## config.mk

```make
export PLATFORM = sky130hd
export DESIGN_NAME = ascii_cmd_decoder_flat
export DESIGN_NICKNAME = d
export VERILOG_FILES = /design/src/rtl/ascii_cmd_decoder_if.sv /design/src/rtl/ascii_cmd_decoder.sv /design/src/flat_wrapper.sv
export SDC_FILE = /design/constraint.sdc
export NUM_CORES = 1
export LEC_CHECK = 0
export BUFFER_PORTS_ARGS = -buffer_cell sky130_fd_sc_hd__buf_2
export CAP_MARGIN = 5
export CORE_MARGIN = 3
export CORE_UTILIZATION = 55
export CTS_CLUSTER_SIZE = 25
export DETAILED_ROUTE_END_ITERATION = 16
export PLACE_DENSITY = 0.9
export SLEW_MARGIN = 20
export SYNTH_ARGS = -nofsm -noshare
export SYNTH_HDL_FRONTEND = slang
export SYNTH_SLANG_ARGS = --single-unit
```

## constraint.sdc

```tcl
create_clock -name clk -period 3.45 [get_ports clk]
set_input_delay 0.1725 -clock clk [delete_from_list [all_inputs] [get_ports clk]]
set_output_delay 0.1725 -clock clk [all_outputs]
set_load 0.02 [all_outputs]
```

## src/rtl/ascii_cmd_decoder_if.sv

```systemverilog
// Byte-level link between a UART front end and the command decoder.
// The master side supplies received bytes and transmitter status; the slave side returns commands and acknowledges.
interface ascii_cmd_decoder_if;
    logic [7:0] rx_data;
    logic       rx_done;
    logic       tx_busy;
    logic [4:0] ascii_d;
    logic       ascii_up_down;
    logic       ascii_stopwatch_watch;
    logic       ascii_hm_sms;
    logic       ascii_watch_set;
    logic       ascii_humi_temp;
    logic [7:0] tx_data;
    logic       tx_start;
    logic [7:0] drop_cnt;

    modport master (
        output rx_data, rx_done, tx_busy,
        input  ascii_d, ascii_up_down, ascii_stopwatch_watch, ascii_hm_sms,
               ascii_watch_set, ascii_humi_temp, tx_data, tx_start, drop_cnt
    );

    modport slave (
        input  rx_data, rx_done, tx_busy,
        output ascii_d, ascii_up_down, ascii_stopwatch_watch, ascii_hm_sms,
               ascii_watch_set, ascii_humi_temp, tx_data, tx_start, drop_cnt
    );
endinterface

```

## src/rtl/ascii_cmd_decoder.sv

```systemverilog
// Turns received ASCII bytes into command pulses and mode toggles.
// Every byte is acknowledged back to the UART through a one-entry pending slot.
module ascii_cmd_decoder #(
    parameter bit ECHO_EN   = 1'b1,
    parameter bit CASE_FOLD = 1'b1
) (
    input logic               clk,
    input logic               reset,
    ascii_cmd_decoder_if.slave bus
);

    typedef enum logic {
        IDLE,
        SEND
    } tx_state_t;

    tx_state_t  state;
    logic       rx_valid_q;
    logic [7:0] rx_byte_q;
    logic [7:0] folded;
    logic [4:0] pulse_vec;
    logic [4:0] toggle_vec;
    logic       clear_all;
    logic       known;
    logic [7:0] ack_byte;
    logic       send_now;
    logic [4:0] pulse_q;
    logic [4:0] levels;
    logic       pend_valid;
    logic [7:0] pend_byte;
    logic       tx_start_q;
    logic [7:0] tx_data_q;
    logic [7:0] drop_q;

    // Decode from the registered byte, so commands land one edge after sampling.
    always_comb begin
        folded     = rx_byte_q;
        pulse_vec  = '0;
        toggle_vec = '0;
        clear_all  = 1'b0;
        if (CASE_FOLD && (rx_byte_q >= 8'h41) && (rx_byte_q <= 8'h5A)) begin
            folded = rx_byte_q | 8'h20;
        end
        case (folded)
            8'h72:   pulse_vec  = 5'b00001;
            8'h63:   pulse_vec  = 5'b00010;
            8'h75:   pulse_vec  = 5'b00100;
            8'h64:   pulse_vec  = 5'b01000;
            8'h73:   pulse_vec  = 5'b10000;
            8'h30:   toggle_vec = 5'b00001;
            8'h31:   toggle_vec = 5'b00010;
            8'h32:   toggle_vec = 5'b00100;
            8'h33:   toggle_vec = 5'b01000;
            8'h34:   toggle_vec = 5'b10000;
            8'h78:   clear_all  = 1'b1;
            default: ;
        endcase
        known    = (|pulse_vec) | (|toggle_vec) | clear_all;
        ack_byte = known ? rx_byte_q : 8'h3F;
        send_now = (state == IDLE) && pend_valid && !bus.tx_busy;
    end

    // A send frees the pending slot on the same edge a new acknowledge may claim it.
    always_ff @(posedge clk) begin
        if (reset) begin
            state      <= IDLE;
            rx_valid_q <= 1'b0;
            rx_byte_q  <= 8'h00;
            pulse_q    <= '0;
            levels     <= '0;
            pend_valid <= 1'b0;
            pend_byte  <= 8'h00;
            tx_start_q <= 1'b0;
            tx_data_q  <= 8'h00;
            drop_q     <= 8'h00;
        end else begin
            rx_valid_q <= bus.rx_done;
            rx_byte_q  <= bus.rx_data;
            pulse_q    <= rx_valid_q ? pulse_vec : 5'b00000;
            if (rx_valid_q) begin
                levels <= clear_all ? 5'b00000 : (levels ^ toggle_vec);
            end

            tx_start_q <= 1'b0;
            case (state)
                IDLE: begin
                    if (send_now) begin
                        state      <= SEND;
                        tx_start_q <= 1'b1;
                        tx_data_q  <= pend_byte;
                    end
                end
                SEND: state <= IDLE;
                default: state <= IDLE;
            endcase

            if (ECHO_EN && rx_valid_q) begin
                if (pend_valid && !send_now) begin
                    if (drop_q != 8'hFF) begin
                        drop_q <= drop_q + 8'd1;
                    end
                end else begin
                    pend_valid <= 1'b1;
                    pend_byte  <= ack_byte;
                end
            end else if (send_now) begin
                pend_valid <= 1'b0;
            end
        end
    end

    assign bus.ascii_d               = pulse_q;
    assign bus.ascii_up_down         = levels[0];
    assign bus.ascii_stopwatch_watch = levels[1];
    assign bus.ascii_hm_sms          = levels[2];
    assign bus.ascii_watch_set       = levels[3];
    assign bus.ascii_humi_temp       = levels[4];
    assign bus.tx_start              = tx_start_q;
    assign bus.tx_data               = tx_data_q;
    assign bus.drop_cnt              = drop_q;

endmodule

```

## src/flat_wrapper.sv

```systemverilog
// flat-port wrapper written by rule: the top's interface ports become plain ports
module ascii_cmd_decoder_flat 
#(
    parameter bit ECHO_EN   = 1'b1,
    parameter bit CASE_FOLD = 1'b1
)
  (clk, reset, bus_rx_data, bus_rx_done, bus_tx_busy, bus_ascii_d, bus_ascii_up_down, bus_ascii_stopwatch_watch, bus_ascii_hm_sms, bus_ascii_watch_set, bus_ascii_humi_temp, bus_tx_data, bus_tx_start, bus_drop_cnt);
  ascii_cmd_decoder_if bus_i ();
  input logic clk;
  input logic reset;
  input wire logic [$bits(bus_i.rx_data)-1:0] bus_rx_data;
  input wire logic [$bits(bus_i.rx_done)-1:0] bus_rx_done;
  input wire logic [$bits(bus_i.tx_busy)-1:0] bus_tx_busy;
  output wire logic [$bits(bus_i.ascii_d)-1:0] bus_ascii_d;
  output wire logic [$bits(bus_i.ascii_up_down)-1:0] bus_ascii_up_down;
  output wire logic [$bits(bus_i.ascii_stopwatch_watch)-1:0] bus_ascii_stopwatch_watch;
  output wire logic [$bits(bus_i.ascii_hm_sms)-1:0] bus_ascii_hm_sms;
  output wire logic [$bits(bus_i.ascii_watch_set)-1:0] bus_ascii_watch_set;
  output wire logic [$bits(bus_i.ascii_humi_temp)-1:0] bus_ascii_humi_temp;
  output wire logic [$bits(bus_i.tx_data)-1:0] bus_tx_data;
  output wire logic [$bits(bus_i.tx_start)-1:0] bus_tx_start;
  output wire logic [$bits(bus_i.drop_cnt)-1:0] bus_drop_cnt;
  assign bus_i.rx_data = bus_rx_data;
  assign bus_i.rx_done = bus_rx_done;
  assign bus_i.tx_busy = bus_tx_busy;
  assign bus_ascii_d = bus_i.ascii_d;
  assign bus_ascii_up_down = bus_i.ascii_up_down;
  assign bus_ascii_stopwatch_watch = bus_i.ascii_stopwatch_watch;
  assign bus_ascii_hm_sms = bus_i.ascii_hm_sms;
  assign bus_ascii_watch_set = bus_i.ascii_watch_set;
  assign bus_ascii_humi_temp = bus_i.ascii_humi_temp;
  assign bus_tx_data = bus_i.tx_data;
  assign bus_tx_start = bus_i.tx_start;
  assign bus_drop_cnt = bus_i.drop_cnt;
  ascii_cmd_decoder #(.ECHO_EN(ECHO_EN), .CASE_FOLD(CASE_FOLD)) u_core (.clk(clk), .reset(reset), .bus(bus_i));
endmodule
```

==> run metrics <==
DRT antenna net count 0; gr usage total 17.94%; hold-fix buffer count after cts 0; Setup Fix Bufs, Post-CTS 0; Slew @ Worst Pin 0.8864 ns; core region area 3078 µm²; TritonRoute pass-1 iters 4; number of fill cells 278; CTS buffer count 5; Min-Delay Path Class input port to flop; Crit Path Category flop to flop; I/O Pins 39; CTS tree yes; average size of a mapped cell 8.864 µm²; fin cells 279; clock-pin slew on the worst setup and hold paths 0.11 ns; Max Fclk 460.5 MHz; Post-synth top cells dfxtp_1, nand2_1, nor2_1; register area share after synthesis 50.56%; Fin. Hold Viols 0; WL/cell 12.04 µm; post-DP HPWL 2477 µm; ANT cells 0; Period Utilization, post-route 62.94%; detailed router's first-iteration violation count 78; port bufs 38; post-synthesis cell count 201; clock sinks 45; top_reg_cell synth dfxtp_1; Clock Tree Root clkbuf_4; GRT overflow 0; Synth top area share 50.56%; CP Launch Type flop; CTS Buffer Depth 2; ys async rst share 0%; most common cell in the synthesized netlist dfxtp_1; shortest period the worst path allows 2.172 ns; Max Cap Viol 0; Pleak 0.8167 nW; Residual DRC 0; Area contributors post-synth dfxtp_1, nand2_1, nor2_1; initial antenna violation count 0; first-pass GRT wire length 5671 µm; detailed-route vias per instance 5.226; share of post-route cells with drive strength above 1 21.70%; die area 3958 µm²; Yosys Warn Count 0; initial core utilization 57.89%; GP Congestion 0.8627; Min Hold Slack 0.03317 ns; final slew viol count 0; largest net degree at the start of global routing 30; post-synthesis cell area 1782 µm²; final clock skew 0.01232 ns; status finished, final reports clean; Distinct cells, synth 39; RSZ-0062 raised after global routing false; Area Growth Syn to Fin 13.27%; Final Setup Violations 0; Slew headroom 40.78%; WP data required 3.71 ns; via count 1458; post-synth net total 214; die span in x 62.92 µm; PD cells 408.7 nW/µm²; Clock Latency Late Sink 0.35 ns; Yosys top cell by area dfxtp_1; critical path capture point type flop; critical path peak fanout 10; vias in the first global route 1299; Worst IR Drop VDD 257.1 µV; Arr. time, crit path 2.44 ns; # rows 20; Die Ht 62.92 µm; Routed WL 3360 µm; setup TNS 0 ns; EDFF count, synth 0; FF+latch count, synth 45; Post-CTS Resized 0; CTS H-tree lvls 2; NumNets Final 249; Cells after DPL 273
-- kinds of logic after synthesis --
| family | synth area share (%) |
|---|---|
| AO/OA/AOI/OAI | 11.45 |
| XOR/XNOR | 5.407 |
| adder cells (fa/ha/maj) | 0.7021 |
| buffers and inverters | 4.143 |
| flip-flops | 50.56 |
| multiplexers | 1.124 |
| AND/OR/NAND/NOR | 26.62 |
-- worst paths after layout --
path,cells after the start,slack (ns),to,start
min reg2reg,2,0.45,u_core.bus.tx_data[0],u_core.pend_byte[0]
max reg2reg,5,1.28,u_core.bus.ascii_d[2],u_core.rx_byte_q[2]
min,2,0.03,u_core.rx_byte_q[2],bus_rx_data[2]
max,5,1.28,u_core.bus.ascii_d[2],u_core.rx_byte_q[2]
-- registers in the layout (all words and copies together), names as in the netlist --
register / count
u_core.levels: 5
u_core.bus.drop_cnt: 8
u_core.pend_byte: 8
u_core.bus.ascii_d: 5
u_core.rx_byte_q: 8
u_core.pend_valid: 1
u_core.state: 1
u_core.bus.tx_data: 8
u_core.rx_valid_q: 1
-- area by class of cell --
class	count	area, µm²	area share [%]
clock buffers	5	37.54	1.860
clock inverters	1	5.005	0.2480
well taps	44	55.05	2.728
flip-flops and latches	45	900.9	44.64
repair buffers	38	190.2	9.423
inverters	6	22.52	1.116
multi-input cells	140	807.0	39.99
-- stage by stage --
| stage | worst slack (ns) | power [W] | area [µm²] | util, % |
|---|---|---|---|---|
| 6_report | 1.278 | 0.0008249 | 2018 | 65.57 |
| 5_1_grt | 1.151 | 0.0008628 | 2018 | 65.57 |
| 4_1_cts | 1.283 | 0.0008308 | 2018 | 65.57 |
| 3_5_place_dp | 1.306 | 0.0006180 | 1976 | 64.19 |
| 3_3_place_gp | 1.363 | 0.0006166 | 1976 | 64.19 |
| 2_1_floorplan | 1.548 | 0.0006026 | 1782 | - |
-- layer usage --
metal	global-route usage, %	vias to the layer above	wire [µm]
met5	0	-	0
met4	7.438	0	35
met3	5.036	4	229
met2	29.12	44	1511
met1	22.23	665	1583
li1	-	745	-
-- power breakdown --
part / internal, W / switching, W
combinational: 0.0000228 / 0.0000363
sequential: 0.000533 / 0.0000143
clock: 0.0000709 / 0.000147
total: 0.000627 / 0.000198
-- placed cells by master, fill, tap and decap left out, types with 2 or more instances in the layout --
cell type,count
a21oi_1,16
a31oi_1,3
buf_2,38
clkbuf_4,5
dfxtp_1,45
inv_1,6
mux2i_1,2
nand2_1,27
nand3_1,4
nand3b_1,2
nor2_1,25
nor2b_1,9
nor3_1,6
nor4_1,3
nor4_2,2
o21ai_0,8
or3_1,4
xnor2_1,10
-- worst max-delay path: stages, from the launching register on --
cell and delay (ns):
dfxtp_1 0.52, nor2_1 0.11, nor4b_1 0.15, or4b_1 0.66, or3_4 0.45, nor4_2 0.21
No activity file was read; power rests on OpenSTA's default activity.
